$ cat config.mk
export PLATFORM = sky130hd
export DESIGN_NAME = ddr_cmd_scheduler
export DESIGN_NICKNAME = d
export VERILOG_FILES = /design/src/rtl/ddr_cmd_scheduler.sv
export SDC_FILE = /design/constraint.sdc
export NUM_CORES = 1
export LEC_CHECK = 0
export CORE_UTILIZATION = 45
export DETAILED_ROUTE_END_ITERATION = 7
export PLACE_DENSITY = 0.68
export RECOVER_POWER = 50
export REMOVE_ABC_BUFFERS = 1
export SYNTH_ARGS = -nofsm -noshare
export SYNTH_HDL_FRONTEND = slang
export SYNTH_SLANG_ARGS = --single-unit
$ cat constraint.sdc
create_clock -name clk_t -period 4.7 [get_ports clk_t]
set_clock_uncertainty 0.1 [all_clocks]
set_input_delay 0.94 -clock clk_t [delete_from_list [all_inputs] [get_ports clk_t]]
set_output_delay 0.94 -clock clk_t [all_outputs]
set_load 0.005 [all_outputs]
$ cat src/rtl/ddr_cmd_scheduler.sv
// ddr_cmd_scheduler
//   Shares one 8-bank DDR array between NUM_REQ requesters. Round-robin
//   arbitration, open-page row tracking, PRE/ACT/RD/WR sequencing with
//   tRP/tRCD spacing, and a periodic REFRESH that takes priority in IDLE.
//   All outputs are registered: they are computed from the next state, so
//   each strobe is high during the cycle the FSM sits in that state.
// Config macro: CLOSE_PAGE_EN -- when defined, every ACCESS is followed by
//   a PRECHARGE, so no row is left open between requests.
// Ports:
//   clk_t, reset              clock, synchronous active-high reset
//   req_valid/rwb[NUM_REQ]    request pending / 1=write
//   req_bank/row/col          packed per-requester bank {grp,no}, row, column
//   req_ready[NUM_REQ]        one-hot accept pulse, coincides with RD/WR
//   cmd_act/pre/rd/wr/ref     one-cycle, mutually exclusive command strobes
//   cmd_bank/row/col          command address (row on ACT/PRE, col on RD/WR)
//   busy                      FSM not in IDLE
module ddr_cmd_scheduler #(
  parameter int NUM_REQ      = 2,
  parameter int ROW_W        = 3,
  parameter int COL_W        = 3,
  parameter int T_RCD        = 2,
  parameter int T_RP         = 2,
  parameter int T_RFC        = 5,
  parameter int REF_INTERVAL = 64
) (
  input  logic                     clk_t,
  input  logic                     reset,
  input  logic [NUM_REQ-1:0]       req_valid,
  input  logic [NUM_REQ-1:0]       req_rwb,
  input  logic [3*NUM_REQ-1:0]     req_bank,
  input  logic [ROW_W*NUM_REQ-1:0] req_row,
  input  logic [COL_W*NUM_REQ-1:0] req_col,
  output logic [NUM_REQ-1:0]       req_ready,
  output logic                     cmd_act,
  output logic                     cmd_pre,
  output logic                     cmd_rd,
  output logic                     cmd_wr,
  output logic                     cmd_ref,
  output logic [2:0]               cmd_bank,
  output logic [ROW_W-1:0]         cmd_row,
  output logic [COL_W-1:0]         cmd_col,
  output logic                     busy
);
  localparam int IW   = (NUM_REQ > 1) ? $clog2(NUM_REQ) : 1;
  localparam int CNTW = $clog2(REF_INTERVAL) + 1;
  localparam int WW   = 8;

  localparam logic [2:0] S_IDLE = 3'd0, S_PRE = 3'd1, S_PRE_WAIT = 3'd2, S_ACT = 3'd3,
                         S_ACT_WAIT = 3'd4, S_ACCESS = 3'd5, S_REF = 3'd6, S_REF_WAIT = 3'd7;

  // Wait counters count down to 0, so a *_WAIT state lasts T-1 cycles.
  localparam logic [WW-1:0] RP_LD  = WW'(T_RP - 2);
  localparam logic [WW-1:0] RCD_LD = WW'(T_RCD - 2);
  localparam logic [WW-1:0] RFC_LD = WW'(T_RFC - 2);
  localparam logic [CNTW-1:0] REF_MAX = CNTW'(REF_INTERVAL - 1);

  logic [2:0]       state_q, state_d, pre_tgt_q, pre_tgt_d;
  logic [WW-1:0]    wait_q, wait_d;
  logic [IW-1:0]    rr_q, rr_d, win_idx_q, win_idx_d, arb_idx;
  logic             arb_found, arb_rwb, hit;
  logic [2:0]       arb_bank, win_bank_q, win_bank_d, open_bank_q;
  logic [ROW_W-1:0] arb_row, win_row_q, win_row_d, open_row_q;
  logic [COL_W-1:0] arb_col, win_col_q, win_col_d;
  logic             win_rwb_q, win_rwb_d, open_valid_q;
  logic [CNTW-1:0]  ref_cnt_q;
  logic             ref_pend_q;

  logic [NUM_REQ-1:0] req_ready_q;
  logic               cmd_act_q, cmd_pre_q, cmd_rd_q, cmd_wr_q, cmd_ref_q, busy_q;
  logic [2:0]         cmd_bank_q;
  logic [ROW_W-1:0]   cmd_row_q;
  logic [COL_W-1:0]   cmd_col_q;

  // Round-robin search starting at rr_q.
  always_comb begin
    arb_found = 1'b0;
    arb_idx   = '0;
    for (int i = 0; i < NUM_REQ; i++) begin
      if (!arb_found && req_valid[(int'(rr_q) + i) % NUM_REQ]) begin
        arb_found = 1'b1;
        arb_idx   = IW'((int'(rr_q) + i) % NUM_REQ);
      end
    end
    arb_rwb  = req_rwb[arb_idx];
    arb_bank = req_bank[int'(arb_idx)*3 +: 3];
    arb_row  = req_row[int'(arb_idx)*ROW_W +: ROW_W];
    arb_col  = req_col[int'(arb_idx)*COL_W +: COL_W];
    hit      = open_valid_q && (open_bank_q == arb_bank) && (open_row_q == arb_row);
  end

  always_comb begin
    state_d   = state_q;
    wait_d    = wait_q;
    pre_tgt_d = pre_tgt_q;
    rr_d      = rr_q;
    win_idx_d = win_idx_q;
    win_rwb_d = win_rwb_q;
    win_bank_d = win_bank_q;
    win_row_d = win_row_q;
    win_col_d = win_col_q;
    case (state_q)
      S_IDLE: begin
        if (ref_pend_q) begin
          // pre_tgt remembers why PRE was issued, so a refresh that becomes
          // pending later cannot hijack a PRE->ACT sequence already started.
          if (open_valid_q) begin
            state_d   = S_PRE;
            pre_tgt_d = S_REF;
          end else begin
            state_d = S_REF;
          end
        end else if (arb_found) begin
          win_idx_d  = arb_idx;
          win_rwb_d  = arb_rwb;
          win_bank_d = arb_bank;
          win_row_d  = arb_row;
          win_col_d  = arb_col;
          rr_d       = IW'((int'(arb_idx) + 1) % NUM_REQ);
          if (hit) begin
            state_d = S_ACCESS;
          end else if (open_valid_q) begin
            state_d   = S_PRE;
            pre_tgt_d = S_ACT;
          end else begin
            state_d = S_ACT;
          end
        end
      end
      S_PRE: begin
        if (T_RP == 1) state_d = pre_tgt_q;
        else begin
          state_d = S_PRE_WAIT;
          wait_d  = RP_LD;
        end
      end
      S_PRE_WAIT: begin
        if (wait_q == '0) state_d = pre_tgt_q;
        else wait_d = wait_q - 1'b1;
      end
      S_ACT: begin
        if (T_RCD == 1) state_d = S_ACCESS;
        else begin
          state_d = S_ACT_WAIT;
          wait_d  = RCD_LD;
        end
      end
      S_ACT_WAIT: begin
        if (wait_q == '0) state_d = S_ACCESS;
        else wait_d = wait_q - 1'b1;
      end
      S_ACCESS: begin
`ifdef CLOSE_PAGE_EN
        state_d   = S_PRE;
        pre_tgt_d = S_IDLE;
`else
        state_d = S_IDLE;
`endif
      end
      S_REF: begin
        if (T_RFC == 1) state_d = S_IDLE;
        else begin
          state_d = S_REF_WAIT;
          wait_d  = RFC_LD;
        end
      end
      S_REF_WAIT: begin
        if (wait_q == '0) state_d = S_IDLE;
        else wait_d = wait_q - 1'b1;
      end
      default: state_d = S_IDLE;
    endcase
  end

  always_ff @(posedge clk_t) begin
    if (reset) begin
      state_q <= S_IDLE;    pre_tgt_q <= S_ACT;  wait_q <= '0;
      rr_q <= '0;           win_idx_q <= '0;     win_rwb_q <= 1'b0;
      win_bank_q <= '0;     win_row_q <= '0;     win_col_q <= '0;
      open_valid_q <= 1'b0; open_bank_q <= '0;   open_row_q <= '0;
      ref_cnt_q <= '0;      ref_pend_q <= 1'b0;
      req_ready_q <= '0;    busy_q <= 1'b0;
      cmd_act_q <= 1'b0;    cmd_pre_q <= 1'b0;   cmd_rd_q <= 1'b0;
      cmd_wr_q <= 1'b0;     cmd_ref_q <= 1'b0;
      cmd_bank_q <= '0;     cmd_row_q <= '0;     cmd_col_q <= '0;
    end else begin
      state_q    <= state_d;   pre_tgt_q <= pre_tgt_d; wait_q <= wait_d;
      rr_q       <= rr_d;      win_idx_q <= win_idx_d; win_rwb_q <= win_rwb_d;
      win_bank_q <= win_bank_d; win_row_q <= win_row_d; win_col_q <= win_col_d;

      if (state_d == S_PRE) begin
        open_valid_q <= 1'b0;
      end else if (state_d == S_ACT) begin
        open_valid_q <= 1'b1;
        open_bank_q  <= win_bank_d;
        open_row_q   <= win_row_d;
      end

      // Refresh timer: cleared by REF, frozen during REF_WAIT, saturates.
      if (state_q == S_REF) begin
        ref_cnt_q  <= '0;
        ref_pend_q <= 1'b0;
      end else if (state_q != S_REF_WAIT) begin
        if (ref_cnt_q == REF_MAX) ref_pend_q <= 1'b1;
        else ref_cnt_q <= ref_cnt_q + 1'b1;
      end

      busy_q      <= (state_d != S_IDLE);
      cmd_act_q   <= (state_d == S_ACT);
      cmd_pre_q   <= (state_d == S_PRE);
      cmd_rd_q    <= (state_d == S_ACCESS) && !win_rwb_d;
      cmd_wr_q    <= (state_d == S_ACCESS) && win_rwb_d;
      cmd_ref_q   <= (state_d == S_REF);
      req_ready_q <= (state_d == S_ACCESS) ? (NUM_REQ'(1) << win_idx_d) : '0;
      cmd_bank_q  <= '0;
      cmd_row_q   <= '0;
      cmd_col_q   <= '0;
      case (state_d)
        S_PRE: begin
          cmd_bank_q <= open_bank_q;
          cmd_row_q  <= open_row_q;
        end
        S_ACT: begin
          cmd_bank_q <= win_bank_d;
          cmd_row_q  <= win_row_d;
        end
        S_ACCESS: begin
          cmd_bank_q <= win_bank_d;
          cmd_col_q  <= win_col_d;
        end
        default: ;
      endcase
    end
  end

  assign req_ready = req_ready_q;
  assign cmd_act   = cmd_act_q;
  assign cmd_pre   = cmd_pre_q;
  assign cmd_rd    = cmd_rd_q;
  assign cmd_wr    = cmd_wr_q;
  assign cmd_ref   = cmd_ref_q;
  assign cmd_bank  = cmd_bank_q;
  assign cmd_row   = cmd_row_q;
  assign cmd_col   = cmd_col_q;
  assign busy      = busy_q;
endmodule

==> results.md, run 1 <==
- Outcome: completed
- # diodes: 0
- Part of the cycle the worst path needs: 73.33%
- Final HPWL DP: 4178 um
- Cells along the critical path: dlygate4sd3_1 > nand2_1 > a211oi_1 > nor4_4 > a31oi_1 > o21a_2 > mux2_2
- Critical path type: input pin to register
- All-Layer GR Usage: 20.58%
- Area growth syn-to-layout: 22.32%
- Largest area contributor in the netlist: dfxtp_1
- Logic pwr share: 44.0%
- Number of cells upsized or downsized after cts: 0
- Slew margin rel.: 31.86%
- # DRC: 0
- CP Data Required Time: 4.82 ns
- #FFs+latches synth: 57
- Seq/Total Area, Yosys: 42.40%
- Worst Tran Pin Value: 1.022 ns
- WL per Instance: 14.08 um
- Initial Util: 47.70%
- Drt pass-1 iters: 4
- # IOs: 41
- Die Footprint: 6294 um^2
- Number of flops mapped to enable cells by yosys: 0
- Root Driver: clkbuf_8
- # Max-Cap Violations: 0
- # fillers: 505
- Final Wtd Congestion: 0.8841
- First-pass GRT wire length: 9936 um
- Maximum clock rate: 290.2 MHz
- Postcts setup bufs: 0
- Post-layout util: 58.35%
- Arrival time worst endpoint: 3.57 ns
- Switching share of power: 39.10%
- Int Pwr: 1.243 mW
- Kind of end point of the critical path: register
- Routed vias: 2254
- Dpl cells: 399
- Synthesized area: 2691 um^2
- Period minus WS final: 3.446 ns
- Fraction of registers with async set/reset: 0%
- HP Class: register to register
- Crit-path max cell delay: 0.69 ns
- Main synth FF type: dfxtp_1
- Die Height: 79.34 um
- Final net count: 365
- H-tree depth: 3
- Power Total: 2.041 mW
- Final setup fails: 0
- Sum Neg Setup Slack: 0 ns
- CTS Hold Bufs: 0
- Pwr dens: 620.1 nW/um^2
- Core region area: 5642 um^2
- Largest net degree at the start of global routing: 23
- WHS Path Cells: 2
- Clk Latency, worst-skew pair: 0.33 ns
- Antenna violations before repair: 0
- Layout cell share with drive strength beyond 1: 10.29%
- Synth area leaders: dfxtp_1, nor2_1, a211oi_1
- VDD IR-drop max: 0.0003115 V
- Count leader, synth: dfxtp_1
- Area of the multi-input gates: 1428 um^2
- Final Max Tran Viols: 0
- Clk buf depth: 2
- Post-Syn Area per Cell: 9.031 um^2
- Die Wd: 79.34 um
- PortBufs: 40
- Sw power: 0.7982 mW
- Vias in the first global route: 2151
- Hold Slack: 0.3790 ns
- Slowest-stage cell, CP: dlygate4sd3_1
- Crit path max fanout: 12
- Clock tree sinks: 57
- CTS buffer count: 9
- Number of cells produced by synthesis: 298
- Post-synth top cells: dfxtp_1, nor2_1, nand2_1
- Leak Pwr: 1.312 nW
- Grt total ovfl: 0
- Startpoint types: input pin
- RSZ-0062 raised after global routing: no
- Post-DRT Antenna Nets: 0
- Site Rows: 27
- Synth warn: 0
- Clk pwr share: 19.6%
- TritonCTS clock tree: built
- Synth top area share: 42.40%
- Netlist cell types: 61
- Non-Filler Instances: 412
- Sequential share of power: 36.4%
- Hold Fails Final Rpt: 0
- Storage element area: 1141 um^2
- Iter 0 DRT Violations: 124
- Worst-path clk slew: 0.07 ns
- Worst R2R Path Depth: 7
- Routed vias/inst: 5.471
- Routed Wire Length: 5803 um
## registers in the layout, indices dropped and copies added (netlist names), 2 cells and up
register     count
open_bank_q      3
open_row_q       3
win_col_q        3
wait_q           8
req_ready        2
pre_tgt_q        2
cmd_col          3
state_q          3
cmd_bank         3
ref_cnt_q        7
cmd_row          3
win_bank_q       3
win_row_q        3
## power groups by stage
stage	Clock (mW)	Sequential, mW	Combinational [mW]
floorplan	0	0.734	0.652
global route	0.430	0.768	1.01
global placement	0	0.750	0.898
detailed placement	0	0.754	0.913
CTS	0.406	0.746	0.918
finish	0.400	0.743	0.898
## cells by family after synthesis
family / share of synthesized area [%]
mux: 3.812
fa+ha+maj: 1.395
buf+inv: 4.370
xor+xnor: 3.255
flops: 42.40
compound gates: 20.18
simple gates: 24.59
## cell type report
| type | instances | area share, % |
|---|---|---|
| clock buffers | 13 | 5.131 |
| inverters | 15 | 1.710 |
| multi-input cells | 213 | 43.37 |
| flip-flops and latches | 57 | 34.66 |
| well taps | 72 | 2.737 |
| repair buffers | 42 | 12.39 |
## metrics by stage
stage | setup slack (ns) | area (um^2)
after floorplan | 1.868 | 2630
after global placement | 1.055 | 3136
after detailed placement | 0.9723 | 3136
after CTS | 1.334 | 3304
after global routing | 1.009 | 3292
final | 1.254 | 3292
## worst max-delay path: cells and delay by family
family,cells,cell delay (ns)
multiplexers,1,0.37
AND/OR/NAND/NOR,2,0.45
buffers and inverters,1,0.69
AO/OA/AOI/OAI,3,1.11
## per-layer routing
layer	track usage, %	wire (um)	vias to the layer above
li1	-	-	1139
met4	8.909	101	0
met2	31.12	2494	59
met3	4.943	278	10
met1	27.69	2927	1046
met5	0	0	-
## placed cells by master (no fill, tap or decap), drive strengths merged, types with 3 or more instances in the layout
| cell type | instances |
|---|---|
| nor2b | 11 |
| mux2i | 5 |
| clkdlybuf4s50 | 21 |
| nand2 | 18 |
| nor4 | 5 |
| nand3 | 9 |
| and2 | 3 |
| a22o | 3 |
| ha | 3 |
| a2111oi | 3 |
| nor2 | 43 |
| mux2 | 4 |
| a211oi | 15 |
| nand2b | 5 |
| o21ai | 8 |
| inv | 15 |
| a311oi | 3 |
| a21oi | 15 |
| dlygate4sd3 | 19 |
| xor2 | 8 |
| and3 | 7 |
| clkbuf | 15 |
| dfxtp | 57 |
| nor3 | 5 |
| a31oi | 4 |
| or3 | 5 |
## worst paths after layout
path                                                 from  slack (ns)                           to
worst max-delay path                         req_valid[1]        1.25   open_row_q[0]$_SDFFE_PP0P_
worst min-delay path            ref_cnt_q[1]$_SDFFE_PP0P_        0.38    ref_cnt_q[1]$_SDFFE_PP0P_
worst max register to register      state_q[0]$_SDFF_PP0_        1.91  open_bank_q[1]$_SDFFE_PP0P_
worst min register to register  ref_cnt_q[1]$_SDFFE_PP0P_        0.38    ref_cnt_q[1]$_SDFFE_PP0P_
No activity file was read; power rests on OpenSTA's default activity.
==> run 2, diff against run 1 <==
--- a/config.mk
+++ b/config.mk
@@ -7,7 +7,7 @@
 export LEC_CHECK = 0
 export CORE_UTILIZATION = 45
 export DETAILED_ROUTE_END_ITERATION = 7
-export PLACE_DENSITY = 0.68
+export PLACE_DENSITY = 0.71
 export RECOVER_POWER = 50
 export REMOVE_ABC_BUFFERS = 1
 export SYNTH_ARGS = -nofsm -noshare
==> constraint.sdc (replaced) <==
create_clock -name clk_t -period 2.8 [get_ports clk_t]
set_clock_uncertainty 0.1 [all_clocks]
set_input_delay 0.56 -clock clk_t [delete_from_list [all_inputs] [get_ports clk_t]]
set_output_delay 0.56 -clock clk_t [all_outputs]
set_load 0.005 [all_outputs]
==> results.md, run 2 (same netlist as run 1, synthesis figures left out) <==
- Outcome: completed
- Non-Filler Instances: 451
- Clock tree sinks: 57
- Slew margin rel.: 30.58%
- Drt pass-1 iters: 4
- Die Footprint: 6294 um^2
- Setup Slack @ Placement: -0.2212 ns
- Clk Latency, worst-skew pair: 0.34 ns
- Die Wd: 79.34 um
- Commonest non-fill, non-tap cell in the layout: dfxtp_1
- # DRC: 0
- Clk buf depth: 2
- Hold Crit Start: ref_cnt_q[6]$_SDFFE_PP0P_
- Vias in the first global route: 2304
- Sequential share of power: 33.0%
- Largest net degree at the start of global routing: 23
- Site Rows: 27
- Routed Wire Length: 6115 um
- H-tree depth: 3
- Final net count: 401
- Leak Pwr: 1.498 nW
- Post-layout util: 63.58%
- Antenna violations before repair: 0
- RSZ-0062 raised after global routing: no
- Storage element area: 1141 um^2
- HP Class: register to register
- Root Driver: clkbuf_8
- Delay-heaviest family, CP: multiplexers
- Worst Tran Pin Value: 1.041 ns
- TritonCTS clock tree: built
- VDD IR-drop max: 0.0005961 V
- Clk pwr share: 19.6%
- Final Wtd Congestion: 0.9290
- Final HPWL DP: 4594 um
- Final setup fails: 0
- WL per Instance: 13.56 um
- Part of the cycle the worst path needs: 95.47%
- Routed vias/inst: 5.306
- # diodes: 0
- Startpoint types: input pin
- Critical path buffers and inverters: 2
- Pwr dens: 1045 nW/um^2
- Area of the multi-input gates: 1431 um^2
- CTS buffer count: 9
- Cells along the critical path: clkdlybuf4s50_1 > inv_2 > nor2_4 > mux2i_1 > a211oi_2 > a31oi_1 > o21a_2 > mux2_2
- Number of flip-flops in the largest register: 8
- Routed vias: 2393
- Core region area: 5642 um^2
- Crit-path max cell delay: 0.62 ns
- Die Height: 79.34 um
- Switching share of power: 37.68%
- Sum Neg Setup Slack: 0 ns
- Setup WS post-layout: 0.1270 ns
- Period minus WS final: 2.673 ns
- Arrival time worst endpoint: 2.80 ns
- Post-DRT Antenna Nets: 0
- Top reg by flops: wait_q
- Worst-path clk slew: 0.06 ns
- Most frequent cells in the layout: dfxtp_1, nor2_1, buf_4, clkdlybuf4s50_1
- PortBufs: 40
- Area growth syn-to-layout: 33.29%
- First-pass GRT wire length: 10590 um
- Postcts setup bufs: 0
- Reg2reg start: wait_q[0]$_SDFFE_PP0P_
- Layout cell share with drive strength beyond 1: 19.00%
- Hold Fails Final Rpt: 0
- Iter 0 DRT Violations: 124
- Maximum clock rate: 374.1 MHz
- # IOs: 41
- Top flop regs: wait_q x8, ref_cnt_q x7
- Sw power: 1.413 mW
- All-Layer GR Usage: 21.95%
- Final Max Tran Viols: 0
- # fillers: 475
- Kind of end point of the critical path: register
- Crit path max fanout: 8
- Number of cells upsized or downsized after cts: 0
- CTS Hold Bufs: 0
- Logic pwr share: 47.3%
- Int Pwr: 2.337 mW
- Critical path type: input pin to register
- # Max-Cap Violations: 0
- Grt total ovfl: 0
- Initial Util: 47.70%
- Crit path from: req_valid[1]
- CP Data Required Time: 2.93 ns
- Dpl cells: 435
- Slowest-stage cell, CP: clkdlybuf4s50_1
## run 2: layer usage
metal	vias to the layer above	track usage (%)	part of all wire [%]
met5	-	0	0
met2	54	34.48	45
met4	0	10.00	2.1
met1	1111	27.97	49
met3	11	5.862	4.0
li1	1217	-	-
## run 2: worst paths after layout
check / endpoint / slack [ns] / cells past startpoint
worst max-delay path: open_row_q[1]$_SDFFE_PP0P_ / 0.13 / 8
worst min-delay path: ref_cnt_q[6]$_SDFFE_PP0P_ / 0.39 / 1
worst max register to register: cmd_bank[2]$_SDFF_PP0_ / 0.35 / 9
worst min register to register: ref_cnt_q[6]$_SDFFE_PP0P_ / 0.39 / 1
## run 2: final cells by class
cell class	instances	area share [%]
sequential	57	31.81
timing repair buffer	78	18.80
clock buffer	15	5.197
tap	72	2.511
clock inverter	1	0.2093
multi-input combinational	213	39.90
inverter	15	1.570
## run 2: metrics by stage
stage / instance area (um^2) / hold slack [ns] / total power [mW]
6_report: 3587 / 0.3860 / 3.750
5_1_grt: 3587 / 0.4071 / 4.051
4_1_cts: 3600 / 0.3842 / 3.826
3_5_place_dp: 3406 / 0.3727 / 3.071
3_3_place_gp: 3406 / 0.3656 / 3.042
2_1_floorplan: 2630 / 0.3496 / 2.326
## run 2: power by group through the flow
stage               Combinational, mW  Sequential [mW]  Clock, mW
floorplan                        1.09             1.23          0
global placement                 1.79             1.25          0
detailed placement               1.81             1.26          0
CTS                              1.82             1.24      0.761
global route                     1.99             1.27      0.794
finish                           1.77             1.24      0.737
## run 2: worst reg2reg max path: cells and delay by family (launching register included)
family | cells | cell delay, ns
simple gates | 4 | 1.05
fa+ha+maj | 1 | 0.15
flops | 1 | 0.32
compound gates | 3 | 0.61
buf+inv | 1 | 0.11
